<file path="config.mk">
export PLATFORM = sky130hd
export DESIGN_NAME = muldiv_hilo
export DESIGN_NICKNAME = d
export VERILOG_FILES = /design/src/rtl/muldiv_hilo_pkg.sv /design/src/rtl/muldiv_abs32.sv /design/src/rtl/muldiv_hilo.sv
export SDC_FILE = /design/constraint.sdc
export NUM_CORES = 1
export LEC_CHECK = 0
export BUFFER_PORTS_ARGS = -buffer_cell sky130_fd_sc_hd__buf_2
export CAP_MARGIN = 10
export CORE_MARGIN = 2
export CORE_UTILIZATION = 45
export CTS_CLUSTER_SIZE = 24
export DETAILED_ROUTE_END_ITERATION = 10
export PLACE_DENSITY = 0.64
export SLEW_MARGIN = 20
export SYNTH_ARGS = -nofsm -noshare
export SYNTH_HDL_FRONTEND = slang
export SYNTH_SLANG_ARGS = --single-unit
export TNS_END_PERCENT = 100
</file>
<file path="constraint.sdc">
create_clock -name clk -period 4.26 [get_ports clk]
set_input_delay 0.426 -clock clk [delete_from_list [all_inputs] [get_ports clk]]
set_output_delay 0.426 -clock clk [all_outputs]
set_load 0.03 [all_outputs]
</file>
<file path="src/rtl/muldiv_hilo_pkg.sv">
// Shared definitions for the multiply/divide unit and the control unit that drives it.
// - Op encodings: the operation select the control unit issues with start.
// - FSM state encoding of muldiv_hilo.
// - Small op-decoding helpers.
package muldiv_hilo_pkg;

  localparam logic [1:0] OP_MULTU = 2'b00;
  localparam logic [1:0] OP_MULT  = 2'b01;
  localparam logic [1:0] OP_DIVU  = 2'b10;
  localparam logic [1:0] OP_DIV   = 2'b11;

  typedef enum logic [1:0] {
    IDLE = 2'd0,
    RUN  = 2'd1,
    FIX  = 2'd2,
    DONE = 2'd3
  } state_e;

  function automatic logic op_is_div(input logic [1:0] op);
    return (op == OP_DIVU) || (op == OP_DIV);
  endfunction

  function automatic logic op_is_signed(input logic [1:0] op);
    return (op == OP_MULT) || (op == OP_DIV);
  endfunction

endpackage

</file>
<file path="src/rtl/muldiv_abs32.sv">
// Combinational two's-complement conditional negate.
// Used both to take operand magnitudes and to re-apply the result sign.
// Ports:
//   val  operand
//   neg  1: res = -val, 0: res = val
//   res  result (wraps, so -0x80000000 stays 0x80000000)
module muldiv_abs32 #(
  parameter int unsigned WIDTH = 32
) (
  input  logic [WIDTH-1:0] val,
  input  logic             neg,
  output logic [WIDTH-1:0] res
);

  always_comb begin
    res = val;
    if (neg) begin
      res = ~val + WIDTH'(1);
    end
  end

endmodule

</file>
<file path="src/rtl/muldiv_hilo.sv">
// Iterative multiply/divide unit with architectural HI/LO registers.
// One bit per cycle: shift-add multiply, restoring divide, both on magnitudes,
// with the sign applied once at the end.
// Ports:
//   clk, rst       clock, synchronous active-high reset
//   start, op      one-cycle request and operation (sampled only in IDLE)
//   a, b           rs / rt operands, sampled with start
//   mthi, mtlo     write wdata into HI / LO (IDLE only)
//   wdata          data for mthi / mtlo
//   busy           high whenever the FSM is not idle
//   done           one-cycle pulse; HI/LO already hold the new result
//   hi, lo         HI / LO registers
module muldiv_hilo
  import muldiv_hilo_pkg::*;
#(
  parameter int unsigned WIDTH = 32,
  parameter int unsigned CNT_W = 6
) (
  input  logic             clk,
  input  logic             rst,
  input  logic             start,
  input  logic [1:0]       op,
  input  logic [WIDTH-1:0] a,
  input  logic [WIDTH-1:0] b,
  input  logic             mthi,
  input  logic             mtlo,
  input  logic [WIDTH-1:0] wdata,
  output logic             busy,
  output logic             done,
  output logic [WIDTH-1:0] hi,
  output logic [WIDTH-1:0] lo
);

  state_e             state;
  logic [1:0]         op_q;
  logic               sa_q;
  logic               sb_q;
  logic [WIDTH-1:0]   a_q;      // original dividend, returned in HI on divide by zero
  logic [WIDTH-1:0]   opnd_q;   // multiplicand or divisor magnitude
  logic [2*WIDTH-1:0] acc_q;    // mul: {partial product, multiplier}; div: {remainder, quotient}
  logic [CNT_W-1:0]   cnt_q;
  logic               done_q;
  logic [WIDTH-1:0]   hi_q;
  logic [WIDTH-1:0]   lo_q;

  // Operand conditioning: magnitudes only for signed ops.
  logic             a_neg;
  logic             b_neg;
  logic [WIDTH-1:0] a_mag;
  logic [WIDTH-1:0] b_mag;

  assign a_neg = op_is_signed(op) & a[WIDTH-1];
  assign b_neg = op_is_signed(op) & b[WIDTH-1];

  muldiv_abs32 #(.WIDTH(WIDTH)) u_a_abs (.val(a), .neg(a_neg), .res(a_mag));
  muldiv_abs32 #(.WIDTH(WIDTH)) u_b_abs (.val(b), .neg(b_neg), .res(b_mag));

  // Result sign correction. sa_q/sb_q are zero for unsigned ops.
  logic [WIDTH-1:0]   quot_fix;
  logic [WIDTH-1:0]   rem_fix;
  logic [2*WIDTH-1:0] prod_fix;

  muldiv_abs32 #(.WIDTH(WIDTH)) u_quot_fix (
    .val(acc_q[WIDTH-1:0]),
    .neg(sa_q ^ sb_q),
    .res(quot_fix)
  );
  // Remainder follows the sign of the dividend.
  muldiv_abs32 #(.WIDTH(WIDTH)) u_rem_fix (
    .val(acc_q[2*WIDTH-1:WIDTH]),
    .neg(sa_q),
    .res(rem_fix)
  );
  muldiv_abs32 #(.WIDTH(2*WIDTH)) u_prod_fix (
    .val(acc_q),
    .neg(sa_q ^ sb_q),
    .res(prod_fix)
  );

  // One iteration of the datapath.
  logic [WIDTH:0]     mul_sum;
  logic [WIDTH:0]     div_trial;
  logic               div_ge;
  logic [WIDTH-1:0]   div_diff;
  logic [WIDTH-1:0]   div_rem;
  logic [2*WIDTH-1:0] acc_step;

  always_comb begin
    mul_sum   = {1'b0, acc_q[2*WIDTH-1:WIDTH]} + {1'b0, opnd_q};
    div_trial = {acc_q[2*WIDTH-1:WIDTH], acc_q[WIDTH-1]};
    div_ge    = div_trial >= {1'b0, opnd_q};
    // Only used when div_ge, where the difference is below the divisor and fits WIDTH bits.
    div_diff  = div_trial[WIDTH-1:0] - opnd_q;
    div_rem   = div_ge ? div_diff : div_trial[WIDTH-1:0];

    acc_step = acc_q;
    if (op_is_div(op_q)) begin
      acc_step = {div_rem, acc_q[WIDTH-2:0], div_ge};
    end else if (acc_q[0]) begin
      acc_step = {mul_sum, acc_q[WIDTH-1:1]};
    end else begin
      acc_step = {1'b0, acc_q[2*WIDTH-1:1]};
    end
  end

  always_ff @(posedge clk) begin
    if (rst) begin
      state  <= IDLE;
      op_q   <= OP_MULTU;
      sa_q   <= 1'b0;
      sb_q   <= 1'b0;
      a_q    <= '0;
      opnd_q <= '0;
      acc_q  <= '0;
      cnt_q  <= '0;
      done_q <= 1'b0;
      hi_q   <= '0;
      lo_q   <= '0;
    end else begin
      done_q <= 1'b0;
      unique case (state)
        IDLE: begin
          if (mthi) hi_q <= wdata;
          if (mtlo) lo_q <= wdata;
          if (start) begin
            op_q  <= op;
            sa_q  <= a_neg;
            sb_q  <= b_neg;
            a_q   <= a;
            cnt_q <= '0;
            if (op_is_div(op)) begin
              opnd_q <= b_mag;
              acc_q  <= {{WIDTH{1'b0}}, a_mag};
            end else begin
              opnd_q <= a_mag;
              acc_q  <= {{WIDTH{1'b0}}, b_mag};
            end
            state <= RUN;
          end
        end
        RUN: begin
          acc_q <= acc_step;
          cnt_q <= cnt_q + CNT_W'(1);
          if (cnt_q == CNT_W'(WIDTH - 1)) state <= FIX;
        end
        FIX: begin
          if (op_is_div(op_q)) begin
            if (opnd_q == '0) begin
              hi_q <= a_q;
              lo_q <= '1;
            end else begin
              hi_q <= rem_fix;
              lo_q <= quot_fix;
            end
          end else begin
            hi_q <= prod_fix[2*WIDTH-1:WIDTH];
            lo_q <= prod_fix[WIDTH-1:0];
          end
          state <= DONE;
        end
        DONE: begin
          done_q <= 1'b1;
          state  <= IDLE;
        end
        default: state <= IDLE;
      endcase
    end
  end

  assign busy = (state != IDLE);
  assign done = done_q;
  assign hi   = hi_q;
  assign lo   = lo_q;

endmodule

</file>
### Word level (Yosys, flattened, before mapping)

Cells that the tools add are included.

* bitwise logic cells: 8
* reduce and logical (&&, ||, !) cells: 13
* muxes and demuxes: 26
* order comparisons: 1
* add/sub/neg operators: 8
* equal/unequal tests: 13

Operators with widths (count)
* $mux W32: 13
* $mux W64: 4
* $add A32 B1 Y32 const B: 4
* $not A32 Y32: 4
* $pmux W32 S2: 2
* $pmux W64 S2: 1
* $add A64 B1 Y64 const B: 1
* $not A64 Y64: 1
* $add A32 B32 Y33: 1
* $ge A33 B32 Y1: 1
* $logic_not A32 Y1: 1
* $sub A32 B32 Y32: 1
* $eq A2 B2 Y1 const B: 6
* $pmux W6 S2: 1
* $reduce_and A2 Y1: 5
* $ne A2 B2 Y1 const B: 4
* $pmux W2 S4: 1
* $add A6 B1 Y6 const B: 1
* $eq A6 B5 Y1 const B: 1
* $mux W6: 1
* $reduce_bool A2 Y1: 3
* $eq A2 B1 Y1 const B: 2
* $mux W2: 2
* $logic_or A1 B1 Y1: 3
* other kinds (4): 5

* register bits after elaboration: 205
* bits of input ports: 103
* output and inout port bits: 66

### Longest topological paths before layout

Gate-level depths: netlist of run 1.

* depth after elaboration: 7
* mapped depth: 14
* mapped depth without buffers: 13

### Modules after synthesis

A second synthesis of run 1 with hierarchy kept.

* cell total of the unflattened synthesis: 2416
* area total of the unflattened synthesis: 18911.9 um2

Modules (own cells, without submodules)
* muldiv_hilo: area each 14273.7 um2, instances 1, cells an instance 1823, sequential area each 4083.9 um2
* muldiv_abs32 (u_a_abs ...): area each 777.0 um2, instances 4, cells an instance 99, sequential area each 0.0 um2
* muldiv_abs32 (u_prod_fix): area each 1530.2 um2, instances 1, cells an instance 197, sequential area each 0.0 um2

### Least setup slack after synthesis of run 1

No wires, ideal clock.

* kind: register to register
* start point: register acc_q[32]
* end point: register hi_q[28], in the netlist hi[28]
* path slack: 1.170 ns
* data arrival time: 3.004 ns
* path buffers: 2
* period minus slack after synthesis: 3.090 ns
* data required time: 4.174 ns
* cell stages (with the launch flop): 14
* path through: dfxtp_1 > clkbuf_1 > inv_1 > ha_1 > or3b_4 > or3_4 > or4_4 > buf_6 > o41ai_4 > xnor2_1 > nor2_1 > o21ai_1 > o211ai_2 > a211oi_1

* longest elaborated chain between the ends: 6
* elaborated cells on any way between the ends: 9
* those cells by class: add/sub: 2; mux: 5; bitwise: 2

RTL lines
* start: declaration: line muldiv_hilo.sv:40 `logic [2*WIDTH-1:0] acc_q;`
* start signal: assignment: line muldiv_hilo.sv:133 `acc_q <= {{WIDTH{1'b0}}, a_mag};`
* start signal: assignment: line muldiv_hilo.sv:136 `acc_q <= {{WIDTH{1'b0}}, b_mag};`
* start signal: assignment: line muldiv_hilo.sv:142 `acc_q <= acc_step;`
* $not A32 Y32: line muldiv_abs32.sv:18 `res = ~val + WIDTH'(1);`
* $add A32 B1 Y32: line muldiv_abs32.sv:18
* $mux W32: line muldiv_abs32.sv:17 `if (neg) begin`
* $mux W32: line muldiv_hilo.sv:148 `if (opnd_q == '0) begin`
* $mux W32 (*): line muldiv_hilo.sv:147 `if (op_is_div(op_q)) begin`
* $pmux W32 S2 (*): line muldiv_hilo.sv:121 `unique case (state)`
* end signal: assignment: line muldiv_hilo.sv:123 `if (mthi) hi_q <= wdata;`
* end signal: assignment: line muldiv_hilo.sv:149 `hi_q <= a_q;`
* end signal: assignment: line muldiv_hilo.sv:152 `hi_q <= rem_fix;`
* end: declaration: line muldiv_hilo.sv:43 `logic [WIDTH-1:0] hi_q;`

Every way passes the cells marked *; elsewhere a longest branch is shown, timed or not.
A chain may end at the register's enable or synchronous reset.

### Worst setup path after layout of run 1

* start point: register acc_q[36]
* end point: register acc_q[60]

* longest elaborated chain between the ends: 4
* elaborated cells on any way between the ends: 7
* those cells by class: add/sub: 2; order compare: 1; mux: 4

RTL lines
* $add A32 B32 Y33 (tied with other cells): line muldiv_hilo.sv:89 `mul_sum = {1'b0, acc_q[2*WIDTH-1:WIDTH]} + {1'b0, opnd_q};`
* $mux W64 or $mux W32 (tied branches): line muldiv_hilo.sv:99, muldiv_hilo.sv:94
* $mux W64 (*): line muldiv_hilo.sv:97 `if (op_is_div(op_q)) begin`
* $pmux W64 S2 (*): line muldiv_hilo.sv:121

Marks and branches as above.

==> impl_metrics.json, run 1 <==
{
  "ys.warnings.count": 0,
  "grt_max_degree": 84,
  "grt-ovfl-total": 0,
  "die-height_um": 200,
  "antenna_found_initial": 2,
  "viasPerCell": 6.39,
  "synth_top_cell_area_share": 0.235,
  "ant_nets": 0,
  "io_buffer_count": 168,
  "synth.avg_cell_area_sq_um": 7.21,
  "dpl.hpwl_mm": 56.7,
  "min_path_cells": 3,
  "core.rowCount": 71,
  "clock_sinks": 204,
  "die_w_um": 200,
  "p_sw_uw": 6880,
  "intPower_uw": 6210,
  "holdBufCountCts": 0,
  "final_common_cell": "nand2_1",
  "slowest_stage": "o311ai_0",
  "synth_flop_cell": "dfxtp_1",
  "drt_iter0_markers": 2261,
  "dieArea_sq_um": 40100,
  "finalCritPeriodShare": 0.889,
  "syn_area_sq_um": 17300,
  "cp.required_ns": 4.71,
  "synth-seq-area-share": 0.235,
  "synth_edf_count": 0,
  "reg2reg_from": "acc_q[36]",
  "hold_viol": 0,
  "hold_path_class": "input port to register",
  "outcome": "completed",
  "finalInstanceArea_sq_um": 19400,
  "ys_seq_elements": 204,
  "maxSlewViolCount": 0,
  "grt_pass1_wl_mm": 111,
  "drc": 0,
  "cp-end-kind": "register",
  "cts_max_level": 1,
  "hp-start": "a[7]",
  "p_per_area_nw_per_um2": 674,
  "synth_nets": 2584,
  "path_cells": "ha_1, and3_1, a221oi_1, buf_4, o31a_1, o311ai_0, a2111oi_0, nor2_1, xor2_1, o2bb2ai_1, a311oi_1",
  "vdd.ir_drop.worst_mv": 0.385,
  "coreArea_sq_um": 37800,
  "layout.cells.non_filler": 3001,
  "start_util": 0.458,
  "hold_end": "a_q[7]",
  "cts_resized": 0,
  "fin_crit_ns": 3.79,
  "worstSetupPathType": "register to register",
  "placedCellCount": 2962,
  "cts_buffer_depth": 3,
  "final_cell_mix": "311 x nand2_1, 273 x a21oi_1, 237 x nor2_1",
  "fmaxAchievable_ghz": 0.264,
  "sw_frac_of_total": 0.526,
  "slew_headroom": 0.284,
  "dr.pass1.iters": 5,
  "wire_per_inst_um": 24.7,
  "synthTopCellsByArea": "dfxtp_1 24%, a21oi_1 7.9%, nand2_1 6.8%, ha_1 5.3%, nor2_1 5.2%",
  "critPathMaxStageDelay_ns": 0.89,
  "grt_pass1_vias": 17687,
  "worst_slew_pin_slew_ns": 1.06,
  "ff2ff_path_depth": 11,
  "yosysTopAreaCell": "dfxtp_1",
  "finClkSkew_ns": 0.0287,
  "combPwrFrac": 0.600,
  "cts_root_buf": "clkbuf_16",
  "syn_inst": 2406,
  "p_leak_uw": 0.00778,
  "final_nets": 2656,
  "setup_tns_ns": 0,
  "max-cap-violations": 0,
  "crit_fanout": 12,
  "setup_viol": 0,
  "reg2reg_setup_slack_ns": 0.47,
  "synthArstFlopShare": 0,
  "synth_cell_types": 87,
  "place_area_sq_um": 18700,
  "rsz0062_at_grt": "false",
  "wl_mm": 74.1,
  "critPathLaunchType": "register",
  "clock_power_share": 0.158,
  "clkSlewWorstSetupHoldPaths_ns": 0.07,
  "post_cts_buffers": 0,
  "layout-drive-gt1-share": 0.144,
  "timing.rr.end": "acc_q[60]",
  "antenna_cells": 0,
  "num_io_pins": 169,
  "syn_to_final_growth_pct": 11.9,
  "cts_tree": "done",
  "clk_latency_ns": 0.57,
  "grtUsageTotal": 0.355,
  "seqPwrFrac": 0.243,
  "arrival_ns": 4.24,
  "gp_congestion": 1.00,
  "cts_buffers": 25,
  "finalHoldWorstSlack_ns": 0.159,
  "vias": 19182
}
per-layer routing:
metal | global-route usage | wire [um] | vias to the layer above | part of all wire
met5 | 0 | 26 | - | 0.00035
met4 | 0.132 | 3250 | 4 | 0.044
met3 | 0.0805 | 7950 | 189 | 0.11
met2 | 0.531 | 31200 | 1069 | 0.42
met1 | 0.495 | 31700 | 9097 | 0.43
li1 | - | - | 8823 | -
power groups by stage:
| stage | clock [uW] | sequential, uW | combinational [uW] |
|---|---|---|---|
| final | 2070 | 3180 | 7850 |
| after global placement | 0 | 3170 | 7600 |
| after CTS | 2080 | 3140 | 7640 |
| after global routing | 2150 | 3220 | 8380 |
| after detailed placement | 0 | 3170 | 7610 |
| after floorplan | 0 | 3260 | 4910 |
cells in the mapped netlist (21+ instances only):
cell and n:
xnor2_1 101, nor4_1 27, nand2_1 312, o211ai_1 40, a31oi_1 21, dfxtp_1 204
nand4_1 27, mux2i_1 45, xor2_1 98, inv_1 80, o221ai_1 31, clkbuf_1 166
mux2_2 27, nand3_1 32, nor3_1 46, a211oi_1 77, a21oi_1 275, o21ai_0 152
o31ai_1 27, nor2_1 238, ha_1 73
sequential cells by signal (all words and copies together), names as in the netlist:
name	cells
state	2
done	1
a_q	32
op_q	1
opnd_q	32
sb_q	1
acc_q	64
lo	32
sa_q	1
hi	32
cnt_q	6
worst max-delay path by stage:
stage	from	to	slack (ns)	cells past startpoint
2_1_floorplan	acc_q[32]	hi[28]	1.17	13
3_3_place_gp	opnd_q[17]	hi[31]	0.66	9
3_5_place_dp	acc_q[36]	acc_q[60]	0.67	11
4_1_cts	acc_q[36]	acc_q[60]	0.60	11
5_1_grt	acc_q[32]	acc_q[63]	0.31	12
6_report	acc_q[36]	acc_q[60]	0.47	11
metrics by stage:
| stage | total power [uW] | worst slack [ns] | util |
|---|---|---|---|
| after global routing | 13700 | 0.313 | 0.513 |
| after floorplan | 8170 | 1.17 | - |
| final | 13100 | 0.472 | 0.513 |
| after CTS | 12900 | 0.597 | 0.513 |
| after global placement | 10800 | 0.656 | 0.493 |
| after detailed placement | 10800 | 0.668 | 0.493 |
area by class of cell:
class,instances,area [sq um]
repair buffers,238,1380
well taps,511,639
clock buffers,30,674
clock inverters,9,81.3
fillers,3787,18400
multi-input cells,1927,12200
inverters,82,308
flip-flops and latches,204,4090
kinds of logic (layout without fill, tap and decap cells):
family,Yosys count,in the layout,synth area share
xor gates and xnor gates,199,199,0.100
buffers and inverters,275,359,0.0614
and+or+nand+nor,796,796,0.213
adders and majority gates,75,75,0.0550
AOI/OAI and AO/OA,785,785,0.291
muxes,72,72,0.0435
DFF,204,204,0.235
worst max-delay path: cells and delay by family (launching register included):
kind / cells / cell delay (ns)
AO/OA/AOI/OAI: 6 / 1.90
flip-flops: 1 / 0.65
AND/OR/NAND/NOR: 2 / 0.47
adder cells (fa/ha/maj): 1 / 0.32
buffers and inverters: 1 / 0.17
XOR/XNOR: 1 / 0.16
No activity file was read; power rests on OpenSTA's default activity.
==> run 2: changes to the inputs <==
PLACE_DENSITY = 0.62   (was 0.64)
==> run 2 against run 1 <==
  * Total power grew 0.35%
  * Maximum frequency is 1.9% higher
  * Register-to-register slack improved by 0.07 ns
  * Sequential power about the same
  * Sequential share of layout area fell by 0.12 points
  * Flip-flop and latch count stayed put
  * Design area up 0.55%
  * Critical endpoint is now acc_q[63]
  * Largest cell class unchanged
  * Highest routed layer unchanged
==> impl_metrics.json, run 2 (synthesis gave the netlist of run 1 again) <==
{
  "busiest_layer": "met2",
  "crit_buf_inv": 2,
  "cp-end-kind": "register",
  "critPathLaunchType": "register",
  "maxSlewViolCount": 0,
  "reg2reg_from": "opnd_q[0]",
  "placedCellCount": 2967,
  "fmaxAchievable_ghz": 0.269,
  "layout.cells.non_filler": 3012,
  "io_buffer_count": 168,
  "holdBufCountCts": 0,
  "wire_per_inst_um": 24.6,
  "dr.pass1.iters": 6,
  "setup_tns_ns": 0,
  "dieArea_sq_um": 40100,
  "final_cell_mix": "311 x nand2_1, 273 x a21oi_1, 237 x nor2_1",
  "grt_max_degree": 77,
  "worstSetupPathType": "register to register",
  "nFillCells": 3831,
  "grt_use_met1": 0.482,
  "p_leak_uw": 0.00784,
  "drc": 0,
  "start_util": 0.458,
  "p_per_area_nw_per_um2": 673,
  "cp_top_family": "compound AO/OA/AOI/OAI gates",
  "grt_pass1_vias": 17617,
  "cts_max_level": 1,
  "cts_resized": 0,
  "gp_congestion": 1.00,
  "min_path_cells": 3,
  "hold_end": "a_q[7]",
  "largest_register_ffs": 64,
  "worst_slack_ns": 0.543,
  "finalCritPeriodShare": 0.873,
  "hold_viol": 0,
  "cts_buffers": 25,
  "regMostFlops": "acc_q",
  "clkSlewWorstSetupHoldPaths_ns": 0.06,
  "gr-usage-met3": 0.0841,
  "critPathMaxStageDelay_ns": 0.52,
  "setup_viol": 0,
  "syn_to_final_growth_pct": 12.6,
  "finClkSkew_ns": 0.0142,
  "antenna_found_initial": 1,
  "cts_tree": "done",
  "dpl.hpwl_mm": 58.0,
  "cts_buffer_depth": 3,
  "wl_mm": 74.2,
  "ff2ff_path_depth": 13,
  "coreArea_sq_um": 37800,
  "die_w_um": 200,
  "antenna_cells": 0,
  "hold_path_class": "input port to register",
  "reg2reg_setup_slack_ns": 0.54,
  "cp.required_ns": 4.73,
  "final_common_cell": "nand2_1",
  "regArea_sq_um": 4090,
  "met2_usage": 0.532,
  "path_cells": "ha_1, inv_1, fa_1, nand2b_1, a21oi_1, o31ai_1, a2111oi_0, buf_4, o21ai_1, o221ai_1, a2111o_1, o211ai_1, a211oi_1",
  "cts_root_buf": "clkbuf_16",
  "timing.rr.end": "acc_q[63]",
  "ant_nets": 0,
  "arrival_ns": 4.19,
  "final_nets": 2661,
  "core.rowCount": 71,
  "fin_crit_ns": 3.72,
  "slowest_stage": "a2111oi_0",
  "grtUsageTotal": 0.354,
  "worst_slew_pin_slew_ns": 0.979,
  "rsz0062_at_grt": "false",
  "place_ws_ns": 0.696,
  "max-cap-violations": 0,
  "vias": 18982,
  "multi_input_area_sq_um": 12200,
  "viasPerCell": 6.30,
  "hp-start": "a[7]",
  "drt_iter0_markers": 2429,
  "outcome": "completed",
  "post_cts_buffers": 0,
  "num_io_pins": 169,
  "die-height_um": 200,
  "crit_fanout": 4,
  "slew_headroom": 0.345,
  "layout-drive-gt1-share": 0.148,
  "clock_sinks": 204,
  "grt_pass1_wl_mm": 110,
  "grt-ovfl-total": 0,
  "clk_latency_ns": 0.55,
  "vdd.ir_drop.worst_mv": 0.365
}
-- run 2: changes by cell type in the layout (fill, tap and decap cells not counted), sizes merged --
| cell | change |
|---|---|
| buf | +5 |
| bufinv | +1 |
| clkbuf | +1 |
| clkinv | +2 |
| clkinvlp | +2 |
-- run 2: per-stage QoR --
stage          total power [uW]  hold WS (ns)  instance area [sq um]   util
2_1_floorplan              8170         0.433                  17300      -
3_3_place_gp              10700         0.428                  18700  0.494
3_5_place_dp              10700         0.438                  18700  0.494
4_1_cts                   12900         0.141                  19500  0.516
5_1_grt                   13800         0.174                  19500  0.516
6_report                  13100         0.156                  19500  0.516
-- run 2: tightest hold or removal path: cells and delay by family --
family          cells  cell delay, ns
simple gates        1            0.05
buf+inv             1            0.12
compound gates      1            0.05
-- run 2: worst max-delay path by stage --
stage / from / end / slack [ns] / cells past startpoint
3_3_place_gp: acc_q[59] / acc_q[37] / 0.76 / 10
3_5_place_dp: opnd_q[0] / acc_q[59] / 0.70 / 13
6_report: opnd_q[0] / acc_q[63] / 0.54 / 13
4_1_cts: opnd_q[0] / acc_q[59] / 0.67 / 13
5_1_grt: acc_q[31] / acc_q[60] / 0.34 / 14
2_1_floorplan: acc_q[32] / hi[28] / 1.17 / 13
-- run 2: power by group --
group | internal (uW) | total, uW | switching, uW
Combinational | 2570 | 7740 | 5160
Clock | 1280 | 2220 | 943
Sequential | 2450 | 3180 | 731
Total | 6300 | 13100 | 6840
-- run 2: routing by layer --
layer  part of all wire  vias up
met5            0.00018        -
met4              0.049        2
met3               0.11      144
met2               0.42     1043
met1               0.42     8942
li1                   -     8851
-- run 2: final cells by class --
type,count,share of cell area
multi-input cells,1927,0.627
flip-flops and latches,204,0.209
repair buffers,243,0.0720
clock buffers,31,0.0352
well taps,511,0.0328
inverters,82,0.0158
clock inverters,14,0.00769
